===== src/rtl/imem_loader_pkg.sv =====
// imem_loader_pkg: shared types and constants for the instruction memory boot loader
//   state_t      - loader FSM states
//   HDR_BYTE_DEF - default frame start byte
//   BIDX_W       - width of the byte-within-word index
package imem_loader_pkg;
    typedef enum logic [2:0] {
        IDLE,
        CNT_LO,
        CNT_HI,
        DATA,
        CHK,
        DONE,
        ERR
    } state_t;
    localparam logic [7:0] HDR_BYTE_DEF = 8'hA5;
    localparam int         BIDX_W       = 2;
endpackage


===== src/rtl/byte_gap_timer.sv =====
// byte_gap_timer: counts idle cycles between received bytes and flags a timeout
//   iClk    - system clock
//   iRst_n  - asynchronous active-low reset
//   enable  - count only while a frame is in progress; counter held at 0 otherwise
//   kick    - a byte arrived this cycle; restarts the count
//   expired - this idle cycle makes the gap reach TIMEOUT_CYC
module byte_gap_timer #(
    parameter int TIMEOUT_CYC = 1000000
) (
    input  logic iClk,
    input  logic iRst_n,
    input  logic enable,
    input  logic kick,
    output logic expired
);
    localparam int GW = $clog2(TIMEOUT_CYC + 1);

    logic [GW-1:0] gap_q, gap_d;

    // Firing one cycle early lets the FSM leave on the very edge where the gap hits the limit.
    always_comb begin
        gap_d   = (!enable || kick) ? '0 : gap_q + 1'b1;
        expired = enable && !kick && (gap_q == GW'(TIMEOUT_CYC - 1));
    end

    always_ff @(posedge iClk or negedge iRst_n) begin
        if (!iRst_n) gap_q <= '0;
        else         gap_q <= gap_d;
    end
endmodule


===== src/rtl/imem_boot_loader.sv =====
// imem_boot_loader: loads a framed, checksummed UART byte stream into instruction memory
//   iClk/iRst_n          - clock, asynchronous active-low reset
//   iRxData/iRxValid     - received byte and its one-cycle strobe
//   oWrEn/oWrAddr/oWrData - single-cycle instruction memory write (byte address)
//   oCpuRst_n            - core reset, released only in IDLE and after a verified load
//   oBusy/oDone/oErr     - frame in progress / load succeeded / load failed
module imem_boot_loader
    import imem_loader_pkg::*;
#(
    parameter int         DEPTH       = 64,
    parameter int         TIMEOUT_CYC = 1000000,
    parameter logic [7:0] HDR_BYTE    = HDR_BYTE_DEF
) (
    input  logic        iClk,
    input  logic        iRst_n,
    input  logic [7:0]  iRxData,
    input  logic        iRxValid,
    output logic        oWrEn,
    output logic [31:0] oWrAddr,
    output logic [31:0] oWrData,
    output logic        oCpuRst_n,
    output logic        oBusy,
    output logic        oDone,
    output logic        oErr
);
    localparam int WIW = $clog2(DEPTH + 1);

    state_t              state_q, state_d;
    logic [7:0]          cnt_lo_q, cnt_lo_d;
    logic [WIW-1:0]      count_q, count_d;
    logic [WIW-1:0]      word_idx_q, word_idx_d;
    logic [BIDX_W-1:0]   byte_idx_q, byte_idx_d;
    logic [31:0]         word_q, word_d;
    logic [7:0]          sum_q, sum_d;
    logic                wr_en_q, wr_en_d;
    logic [31:0]         wr_addr_q, wr_addr_d;
    logic [31:0]         wr_data_q, wr_data_d;
    logic                cpu_rst_n_q, cpu_rst_n_d;
    logic                busy_q, busy_d;
    logic                done_q, done_d;
    logic                err_q, err_d;
    logic [15:0]         cnt16;
    logic                in_frame;
    logic                expired;

    assign in_frame = (state_q == CNT_LO) || (state_q == CNT_HI) || (state_q == DATA) || (state_q == CHK);
    assign cnt16    = {iRxData, cnt_lo_q};

    byte_gap_timer #(.TIMEOUT_CYC(TIMEOUT_CYC)) u_gap (
        .iClk    (iClk),
        .iRst_n  (iRst_n),
        .enable  (in_frame),
        .kick    (iRxValid),
        .expired (expired)
    );

    always_comb begin
        state_d    = state_q;
        cnt_lo_d   = cnt_lo_q;
        count_d    = count_q;
        word_idx_d = word_idx_q;
        byte_idx_d = byte_idx_q;
        word_d     = word_q;
        sum_d      = sum_q;
        wr_en_d    = 1'b0;
        wr_addr_d  = wr_addr_q;
        wr_data_d  = wr_data_q;
        if (expired) begin
            state_d = ERR;
        end else if (iRxValid) begin
            case (state_q)
                IDLE, DONE, ERR: begin
                    if (iRxData == HDR_BYTE) begin
                        state_d    = CNT_LO;
                        word_idx_d = '0;
                        byte_idx_d = '0;
                        sum_d      = '0;
                    end
                end
                CNT_LO: begin
                    cnt_lo_d = iRxData;
                    state_d  = CNT_HI;
                end
                CNT_HI: begin
                    count_d = cnt16[WIW-1:0];
                    state_d = (cnt16 > 16'(DEPTH)) ? ERR : (cnt16 == 16'd0) ? CHK : DATA;
                end
                DATA: begin
                    word_d[8*byte_idx_q +: 8] = iRxData;
                    sum_d      = sum_q + iRxData;
                    byte_idx_d = byte_idx_q + 1'b1;
                    if (byte_idx_q == '1) begin
                        wr_en_d    = 1'b1;
                        wr_addr_d  = 32'(word_idx_q) << 2;
                        wr_data_d  = word_d;
                        word_idx_d = word_idx_q + 1'b1;
                        state_d    = (word_idx_d == count_q) ? CHK : DATA;
                    end
                end
                CHK:     state_d = (iRxData == sum_q) ? DONE : ERR;
                default: state_d = IDLE;
            endcase
        end
        // Status outputs are registered copies of the next state so they change with it.
        cpu_rst_n_d = (state_d == IDLE) || (state_d == DONE);
        busy_d      = (state_d == CNT_LO) || (state_d == CNT_HI) || (state_d == DATA) || (state_d == CHK);
        done_d      = state_d == DONE;
        err_d       = state_d == ERR;
    end

    always_ff @(posedge iClk or negedge iRst_n) begin
        if (!iRst_n) begin
            state_q     <= IDLE;
            cnt_lo_q    <= '0;
            count_q     <= '0;
            word_idx_q  <= '0;
            byte_idx_q  <= '0;
            word_q      <= '0;
            sum_q       <= '0;
            wr_en_q     <= 1'b0;
            wr_addr_q   <= '0;
            wr_data_q   <= '0;
            cpu_rst_n_q <= 1'b0;
            busy_q      <= 1'b0;
            done_q      <= 1'b0;
            err_q       <= 1'b0;
        end else begin
            state_q     <= state_d;
            cnt_lo_q    <= cnt_lo_d;
            count_q     <= count_d;
            word_idx_q  <= word_idx_d;
            byte_idx_q  <= byte_idx_d;
            word_q      <= word_d;
            sum_q       <= sum_d;
            wr_en_q     <= wr_en_d;
            wr_addr_q   <= wr_addr_d;
            wr_data_q   <= wr_data_d;
            cpu_rst_n_q <= cpu_rst_n_d;
            busy_q      <= busy_d;
            done_q      <= done_d;
            err_q       <= err_d;
        end
    end

    assign oWrEn     = wr_en_q;
    assign oWrAddr   = wr_addr_q;
    assign oWrData   = wr_data_q;
    assign oCpuRst_n = cpu_rst_n_q;
    assign oBusy     = busy_q;
    assign oDone     = done_q;
    assign oErr      = err_q;
endmodule


===== config.mk =====
export PLATFORM = sky130hd
export DESIGN_NAME = imem_boot_loader
export DESIGN_NICKNAME = d
export VERILOG_FILES = /design/src/rtl/imem_loader_pkg.sv /design/src/rtl/byte_gap_timer.sv /design/src/rtl/imem_boot_loader.sv
export SDC_FILE = /design/constraint.sdc
export NUM_CORES = 1
export LEC_CHECK = 0
export BUFFER_PORTS_ARGS = -buffer_cell sky130_fd_sc_hd__buf_2
export CORE_AREA = 5 5 173 175
export DETAILED_ROUTE_END_ITERATION = 6
export DIE_AREA = 0 0 178 180
export SLEW_MARGIN = 20
export SYNTH_ARGS = -nofsm -noshare
export SYNTH_HDL_FRONTEND = slang
export SYNTH_SLANG_ARGS = --single-unit

===== constraint.sdc =====
create_clock -name iClk -period 4.2 [get_ports iClk]
set_input_delay 1.26 -clock iClk [delete_from_list [all_inputs] [get_ports iClk]]
set_output_delay 1.26 -clock iClk [all_outputs]
set_load 0.03 [all_outputs]

==> flow_summary.toml, run 1 <==
[outcome]
result_of_the_run = "finished clean"

[die]
die_height_um = 180
dieArea_sq_mm = 0.03204
fp.dieW_um = 178
fp-row-count = 62
floorplan.core_area_sq_mm = 0.02831
io_pins = 80
floorplan.initialDensity_pct = 22.59

[global_route]
via_count_of_the_first_global_routing_pass = 4600
gr-usage-all-layers_pct = 10.02
grt_antenna_before_repair = 1
grt_pass1_wl_um = 25790
grt.overflow.total = 0
grt_start_max_net_pins = 117

[yosys]
asyncSetResetFlopFracSynth_pct = 100.0
post-synth-top-area-fraction_pct = 51.26
syn_area_sq_mm = 0.006395
netlist_instances = 600
edff_count_synth = 0
synth-seq-cells = 131
yosysWarnings = 0
synthDistinctLibCells = 57
syn-mean-instance-area_sq_um = 10.66
dominantRegCellSynth = "sky130_fd_sc_hd__dfrtp_1"
synthTopCellsByArea = "sky130_fd_sc_hd__dfrtp_1, sky130_fd_sc_hd__nor2_1, sky130_fd_sc_hd__a22o_1"
synth_sequential_area_ratio_pct = 51.26
synth_top_area_cell = "sky130_fd_sc_hd__dfrtp_1"

[detailed_routing]
routedWlPerCell_um = 14.87
post_drt_via_cell_ratio = 4.402
drt_pass1_iterations = 4
route.vias.total = 4613
detail_route.iter0.violations = 372
ant_nets = 0
route.final.wire_length_um = 15590
drt_drc_violations_left = 0

[finish]
fin_area_sq_mm = 0.007531
layout_common_cells = "sky130_fd_sc_hd__dfrtp_1, sky130_fd_sc_hd__nor2_1, sky130_fd_sc_hd__buf_2"
area_of_combinational_cells_with_multiple_inputs_sq_mm = 0.002814
final_common_cell = "sky130_fd_sc_hd__dfrtp_1"
seqCellArea_sq_mm = 0.003278
num-nets-final = 677
final.fill_count = 2975
final_layout_size_suffix_gt1_share_pct = 18.70
syn2layout_area_growth_pct = 17.77

[clock_tree]
clock_tree_from_tritoncts = "built"
cts_htree_levels = 4
post_cts_resize_count = 0
postCtsHoldBufs = 0
clockBufferDepth = 2
clk-insertion-delay-late_ps = 420
path_clk_slew_ps = 60
clock_sinks = 131
tritoncts_buffers = 17
post-cts-setup-buffers = 0
clk_root_buffer_cell = "sky130_fd_sc_hd__clkbuf_16"

[setup_path]
timing.rr.start = "state_q[0]"
worst-r2r-cell-count = 7
timing.setup.critical_path_class = "in2reg"
worst_setup_path_end_kind = "flip-flop"
worst-r2r-setup-slack_ps = 1490
worstReg2RegEnd = "oBusy"
timing.critical_path.required_ps = 4530
cp-start-kind = "input port"
worst-path-max-fanout = 12
cp_data_arrival_time_ps = 3490

[timing]
max-slew-margin-rel_pct = 33.93
final_setup_violation_count = 0
rsz_0062_raised_after_global_routing = "no"
finClkSkew_ps = 9.222
slew_violations = 0
setup_tns_ps = 0
fmaxAchievable_mhz = 316.8
hold_violations = 0
period_minus_slack_ps = 3157
min_period_over_period_pct = 75.16
worstMarginPinSlew_ps = 983.6
setup_ws_ps = 1043

[power_and_ir_drop]
clock_network_power_share_pct = 29.0
internal_power_mw = 3.063
power.sequential.fraction_pct = 38.5
pwr-share-comb_pct = 32.5
p_leak_nw = 3.465
power.density_mw_per_mm2 = 657.8
sw_frac_of_total_pct = 38.17
power_switching_mw = 1.891
p_total_mw = 4.954
max_rail_drop_vdd_v = 0.0003234

[hold_path]
holdPathStages = 2
min_delay_worst_endpoint = "sum_q[4]"
min_path_type = "reg2reg"
hold_path.startpoint = "sum_q[4]"

[flow_run]
cap_violations = 0

[placed_design]
pre_cts_slack_ps = 600.7
io_buffer_count = 54
gp_routability_congestion = 0.7760
hpwl_um = 10650
place_area_sq_mm = 0.006958
## cells by family (layout without fill, tap and decap cells)
family,after synthesis,after routing,synth area share (%)
xor+xnor,35,35,4.794
simple gates,204,204,15.44
other cells,1,26,0.05864
flops,131,131,51.26
mux,22,22,3.874
fa+ha+maj,17,17,3.404
compound gates,121,121,15.03
buf+inv,69,108,6.144
## worst max-delay path, stage by stage
cell and delay [ps]:
sky130_fd_sc_hd__buf_2 260, sky130_fd_sc_hd__ha_1 300, sky130_fd_sc_hd__a21o_1 180, sky130_fd_sc_hd__a21oi_1 210, sky130_fd_sc_hd__o21bai_1 110, sky130_fd_sc_hd__a2111o_1 430, sky130_fd_sc_hd__and3_1 180, sky130_fd_sc_hd__or4_1 460
sky130_fd_sc_hd__o211ai_1 90
## routing by layer
| layer | vias up | routed length [um] | track usage [%] |
|---|---|---|---|
| li1 | 2218 | - | - |
| met2 | 92 | 7445 | 15.59 |
| met1 | 2284 | 7179 | 13.36 |
| met3 | 19 | 669 | 2.374 |
| met5 | - | 0 | 0 |
| met4 | 0 | 293 | 4.115 |
## sequential cells by signal, summed over array words and instances (netlist names), 2 cells and up
signal,cells
oWrData,32
oWrAddr,7
word_idx_q,7
cnt_lo_q,8
word_q,32
u_gap.gap_q,20
state_q,3
sum_q,8
count_q,7
byte_idx_q,2
## area by class of cell
cell class	count	share of cell area, %
multi-input cells	424	37.37
repair buffers	61	4.403
diodes	1	0.03323
inverters	15	0.7476
well taps	384	6.380
clock buffers	19	5.881
clock inverters	13	1.661
flip-flops and latches	131	43.53
## through the flow
| stage | hold WS, ps | std cells | util (%) |
|---|---|---|---|
| after detailed placement | 464.8 | 1015 | 24.57 |
| after CTS | 478.2 | 1047 | 26.58 |
| after global placement | 461.3 | 1015 | 24.57 |
| final | 470.9 | 1048 | 26.60 |
| after floorplan | 442.8 | 624 | - |
| after global routing | 502.7 | 1048 | 26.60 |
## synth_stat cells, drive strengths merged, types with 2 or more instances
library cell and instances:
o21ai 19, nand3 11, inv 12, nor3 11, buf 39, a21o 2, o31ai 4, and2 6
a221oi 32, a22o 36, nor4 5, or3 5, nand4 9, a32oi 2, nand3b 2, and3 11
a31oi 2, xor2 17, a21oi 10, or4 3, a2111o 2, o21bai 3, dfrtp 131, and3b 3
xnor2 18, clkinv 3, nor4b 2, nand2 34, clkbuf 15, and4 2, o211ai 2, mux2 22
nor2 97, ha 15
## worst max-delay path by stage
stage	start	endpoint	slack, ps
final	iRxData[1]	sum_q[7]	1040
after global routing	iRxData[1]	sum_q[7]	880
after global placement	iRxData[1]	sum_q[7]	630
after CTS	iRxData[1]	sum_q[7]	1060
after detailed placement	iRxData[1]	sum_q[7]	600
after floorplan	iRxData[1]	sum_q[7]	990
## power by group through the flow
| stage | combinational [mW] | clock (mW) | sequential (mW) |
|---|---|---|---|
| 2_1_floorplan | 1.02 | 0 | 2.10 |
| 6_report | 1.61 | 1.44 | 1.91 |
| 3_5_place_dp | 1.62 | 0 | 1.93 |
| 5_1_grt | 1.78 | 1.53 | 1.97 |
| 3_3_place_gp | 1.60 | 0 | 1.92 |
| 4_1_cts | 1.63 | 1.48 | 1.91 |
Note: power is estimated with default switching activity, not from simulation.
==> run 2: changes to the inputs <==
==> constraint.sdc (replaced) <==
create_clock -name iClk -period 3.03 [get_ports iClk]
set_input_delay 0.909 -clock iClk [delete_from_list [all_inputs] [get_ports iClk]]
set_output_delay 0.909 -clock iClk [all_outputs]
set_load 0.03 [all_outputs]
==> flow_summary.toml, run 2 (synthesis gave the netlist of run 1 again) <==
[outcome]
result_of_the_run = "finished clean"

[clock_tree]
tritoncts_buffers = 17
post-cts-setup-buffers = 0
clockBufferDepth = 2
post_cts_resize_count = 0
clk-insertion-delay-late_ps = 420
path_clk_slew_ps = 60
cts_htree_levels = 4
clock_tree_from_tritoncts = "built"
postCtsHoldBufs = 0
clock_sinks = 131
clk_root_buffer_cell = "sky130_fd_sc_hd__clkbuf_16"

[power_and_ir_drop]
clock_network_power_share_pct = 29.2
p_total_mw = 6.971
power.density_mw_per_mm2 = 908.0
internal_power_mw = 4.350
p_leak_nw = 3.556
power_switching_mw = 2.621
max_rail_drop_vdd_v = 0.0004723
sw_frac_of_total_pct = 37.59
power.sequential.fraction_pct = 38.0
pwr-share-comb_pct = 32.8

[finish]
seqCellArea_sq_mm = 0.003278
layout_common_cells = "sky130_fd_sc_hd__dfrtp_1, sky130_fd_sc_hd__nor2_1, sky130_fd_sc_hd__buf_2"
final_layout_size_suffix_gt1_share_pct = 20.47
fin_area_sq_mm = 0.007677
area_of_combinational_cells_with_multiple_inputs_sq_mm = 0.002814
final_common_cell = "sky130_fd_sc_hd__dfrtp_1"
final.fill_count = 2958
syn2layout_area_growth_pct = 20.05
final_cells = 1064
num-nets-final = 693

[global_route]
grt.overflow.total = 0
grt_pass1_wl_um = 26210
gr-usage-all-layers_pct = 10.22
grt_antenna_before_repair = 1
grt_start_max_net_pins = 85
via_count_of_the_first_global_routing_pass = 4799

[timing]
slew_violations = 0
rsz_0062_raised_after_global_routing = "no"
max-slew-margin-rel_pct = 54.49
worstMarginPinSlew_ps = 679.6
period_minus_slack_ps = 2661
min_period_over_period_pct = 87.81
finClkSkew_ps = 10.71
final_setup_violation_count = 0
fmaxAchievable_mhz = 375.9
setup_ws_ps = 369.5
hold_violations = 0

[placed_design]
gp_routability_congestion = 0.7548
dpl.cell_count = 1031
place_area_sq_mm = 0.007091
io_buffer_count = 54
hpwl_um = 11030
pre_cts_slack_ps = -68.87

[die]
io_pins = 80
floorplan.initialDensity_pct = 22.59
die_height_um = 180
floorplan.core_area_sq_mm = 0.02831
dieArea_sq_mm = 0.03204
fp.dieW_um = 178
fp-row-count = 62

[detailed_routing]
drt_pass1_iterations = 4
detail_route.iter0.violations = 259
post_drt_via_cell_ratio = 4.439
route.vias.total = 4723
routedWlPerCell_um = 14.87
route.final.wire_length_um = 15820
drt_drc_violations_left = 0
ant_nets = 0

[setup_path]
timing.setup.critical_path_class = "in2reg"
critical-path-slowest-cell = "sky130_fd_sc_hd__or4_1"
cp_data_arrival_time_ps = 2990
cp_cell_sequence = "buf_2, ha_1, a21o_1, a21oi_1, o21bai_1, a2111o_1, and3_1, or4_1, o211ai_1"
worst-r2r-cell-count = 8
worst_setup_path_end_kind = "flip-flop"
timing.critical_path.required_ps = 3360
cp-start-kind = "input port"
slowest_delay_ps = 470
worst-path-max-fanout = 2

[flow_run]
cap_violations = 0

[hold_path]
min_path_type = "in2async"
==> run 2: final cells by class <==
cell class              count  area share [%]
diodes                      1         0.03259
clock buffers              19           5.639
clock inverters            13           1.972
inverters                  15          0.7334
multi-input cells         424           36.65
flip-flops and latches    131           42.70
well taps                 384           6.258
repair buffers             77           6.014
==> run 2: routing by layer <==
metal	vias to the layer above	wire, um	track usage (%)
met5	-	0	0
met4	0	218	3.682
met3	12	890	2.836
met2	117	7547	16.02
met1	2338	7165	13.48
li1	2256	-	-
==> run 2: through the flow <==
step	TNS, ps	hold slack (ps)	util (%)
floorplan	0	442.8	-
global placement	-36.58	465.9	25.04
detailed placement	-68.87	478.8	25.04
CTS	0	348.6	27.11
global route	0	362.3	27.11
finish	0	354.2	27.11
==> run 2: power groups by stage <==
stage | Sequential, mW | Combinational (mW) | Clock, mW
2_1_floorplan | 2.92 | 1.41 | 0
3_3_place_gp | 2.66 | 2.28 | 0
3_5_place_dp | 2.67 | 2.31 | 0
4_1_cts | 2.65 | 2.32 | 2.09
5_1_grt | 2.72 | 2.54 | 2.17
6_report | 2.65 | 2.29 | 2.04
==> run 2: worst paths after layout <==
path                                  from  slack (ps)         endpoint
worst max register to register    sum_q[1]         550         sum_q[7]
worst min-delay path                iRst_n         350  u_gap.gap_q[16]
max in group asynchronous           iRst_n        1930       word_q[12]
worst max-delay path            iRxData[1]         370         sum_q[7]
min in group iClk                 sum_q[3]         490         sum_q[3]
worst min register to register    sum_q[3]         490         sum_q[3]
==> run 2: worst max-delay path: cells and delay by family <==
kind / cells / cell delay (ps)
AND/OR/NAND/NOR: 2 / 650
AO/OA/AOI/OAI: 5 / 1030
adder cells (fa/ha/maj): 1 / 300
buffers and inverters: 1 / 110
==> run 3: changes to the inputs <==
--- a/config.mk
+++ b/config.mk
@@ -6,9 +6,9 @@
 export NUM_CORES = 1
 export LEC_CHECK = 0
 export BUFFER_PORTS_ARGS = -buffer_cell sky130_fd_sc_hd__buf_2
-export CORE_AREA = 5 5 173 175
+export CORE_AREA = 2 2 170 172
 export DETAILED_ROUTE_END_ITERATION = 6
-export DIE_AREA = 0 0 178 180
+export DIE_AREA = 0 0 172 174
 export SLEW_MARGIN = 20
 export SYNTH_ARGS = -nofsm -noshare
 export SYNTH_HDL_FRONTEND = slang
==> flow_summary.toml, run 3 (synthesis gave the netlist of run 1 again) <==
[outcome]
result_of_the_run = "finished clean"

[detailed_routing]
routedWlPerCell_um = 14.72
route.final.wire_length_um = 15700
detail_route.iter0.violations = 391
drt_pass1_iterations = 6
route.vias.total = 4753
drt_drc_violations_left = 0
post_drt_via_cell_ratio = 4.455
ant_nets = 0

[die]
io_pins = 80
dieArea_sq_mm = 0.02993
die_height_um = 174
floorplan.core_area_sq_mm = 0.02824
fp-row-count = 62
floorplan.initialDensity_pct = 22.65
fp.dieW_um = 172

[finish]
fin_area_sq_mm = 0.007765
area_of_combinational_cells_with_multiple_inputs_sq_mm = 0.002814
layout_common_cells = "sky130_fd_sc_hd__dfrtp_1, sky130_fd_sc_hd__nor2_1, sky130_fd_sc_hd__buf_2"
num-nets-final = 697
final.fill_count = 2987
count_of_antenna_diodes_in_the_layout = 0
final_layout_size_suffix_gt1_share_pct = 20.94
seqCellArea_sq_mm = 0.003278
syn2layout_area_growth_pct = 21.42
final_common_cell = "sky130_fd_sc_hd__dfrtp_1"

[placed_design]
io_buffer_count = 54
hpwl_um = 11220
pre_cts_slack_ps = -22.41
place_area_sq_mm = 0.007146
gp_routability_congestion = 0.7503

[setup_path]
cp_data_arrival_time_ps = 2980
worst_setup_path_end_kind = "flip-flop"
cp-start-kind = "input port"
timing.critical_path.required_ps = 3370
critical-path-slowest-cell = "sky130_fd_sc_hd__or4_1"
slowest_delay_ps = 470
cp_cell_sequence = "buf_2, ha_1, a21o_1, a21oi_1, o21bai_1, a2111o_1, and3_1, or4_1, o211ai_1"
worst-path-max-fanout = 2
timing.setup.critical_path_class = "in2reg"

[global_route]
grt_antenna_before_repair = 0
grt.overflow.total = 0
gr-usage-all-layers_pct = 10.91
grt_pass1_wl_um = 25370
grt_start_max_net_pins = 64
via_count_of_the_first_global_routing_pass = 4567

[clock_tree]
clk_root_buffer_cell = "sky130_fd_sc_hd__clkbuf_16"
clockBufferDepth = 2
clock_sinks = 131
postCtsHoldBufs = 0
post-cts-setup-buffers = 0
clock_tree_from_tritoncts = "built"
post_cts_resize_count = 0
cts_htree_levels = 4
tritoncts_buffers = 17
path_clk_slew_ps = 60
clk-insertion-delay-late_ps = 430

[timing]
slew_violations = 0
setup_ws_ps = 387.6
setup_tns_ps = 0
finClkSkew_ps = 10.40
worstMarginPinSlew_ps = 652.1
min_period_over_period_pct = 87.21
period_minus_slack_ps = 2642
rsz_0062_raised_after_global_routing = "no"
fmaxAchievable_mhz = 378.4
final_setup_violation_count = 0
max-slew-margin-rel_pct = 56.52
hold_violations = 0
whs_ps = 460.7

[flow_run]
cap_violations = 0

[hold_path]
min_path_type = "in2async"

[power_and_ir_drop]
p_total_mw = 7.121
power.density_mw_per_mm2 = 917.0
p_leak_nw = 3.609
max_rail_drop_vdd_v = 0.0004452
-- run 3: cell types whose count changed in the layout (fill, tap and decap cells not counted), moves of 2 or more --
| cell | delta |
|---|---|
| sky130_fd_sc_hd__buf_12 | +2 |
| sky130_fd_sc_hd__buf_4 | +2 |
| sky130_fd_sc_hd__clkinv_4 | +2 |
| sky130_fd_sc_hd__clkinvlp_4 | -2 |
| sky130_fd_sc_hd__inv_6 | -2 |
-- run 3: power by group --
group | switching (mW) | internal (mW)
logic | 1.42 | 0.891
registers | 0.408 | 2.25
clock network | 0.819 | 1.34
total | 2.64 | 4.48
-- run 3: final cells by class --
class	instances	share of cell area, %
clock buffers	20	5.752
clock inverters	12	2.224
inverters	15	0.7251
multi-input cells	424	36.24
flip-flops and latches	131	42.22
well taps	384	6.188
repair buffers	81	6.655
-- run 3: worst max-delay path, delay by kind of cell --
| kind | cells | cell delay (ps) |
|---|---|---|
| buf+inv | 1 | 110 |
| compound gates | 5 | 1010 |
| simple gates | 2 | 650 |
| fa+ha+maj | 1 | 300 |
-- run 3: final timing paths --
path	startpoint	to	slack [ps]	cells past startpoint
min in group iClk	sum_q[4]	sum_q[4]	480	2
worst max-delay path	iRxData[1]	sum_q[7]	390	9
worst max register to register	sum_q[1]	sum_q[7]	580	8
max in group asynchronous	iRst_n	u_gap.gap_q[1]	1950	2
worst min-delay path	iRst_n	u_gap.gap_q[17]	460	1
worst min register to register	sum_q[4]	sum_q[4]	480	2
-- run 3: metrics by stage --
stage,utilization [%],std cells
final,27.50,1067
after floorplan,-,624
after global placement,25.31,1035
after global routing,27.50,1067
after detailed placement,25.31,1035
after CTS,27.50,1067
-- run 3: layer usage --
metal / vias to the layer above / track usage (%) / part of all wire, % / wire length, um
li1: 2258 / - / - / -
met1: 2363 / 14.74 / 46 / 7154
met2: 113 / 16.45 / 47 / 7360
met3: 19 / 3.051 / 5.9 / 933
met4: 0 / 4.342 / 1.6 / 255
met5: - / 0 / 0 / 0
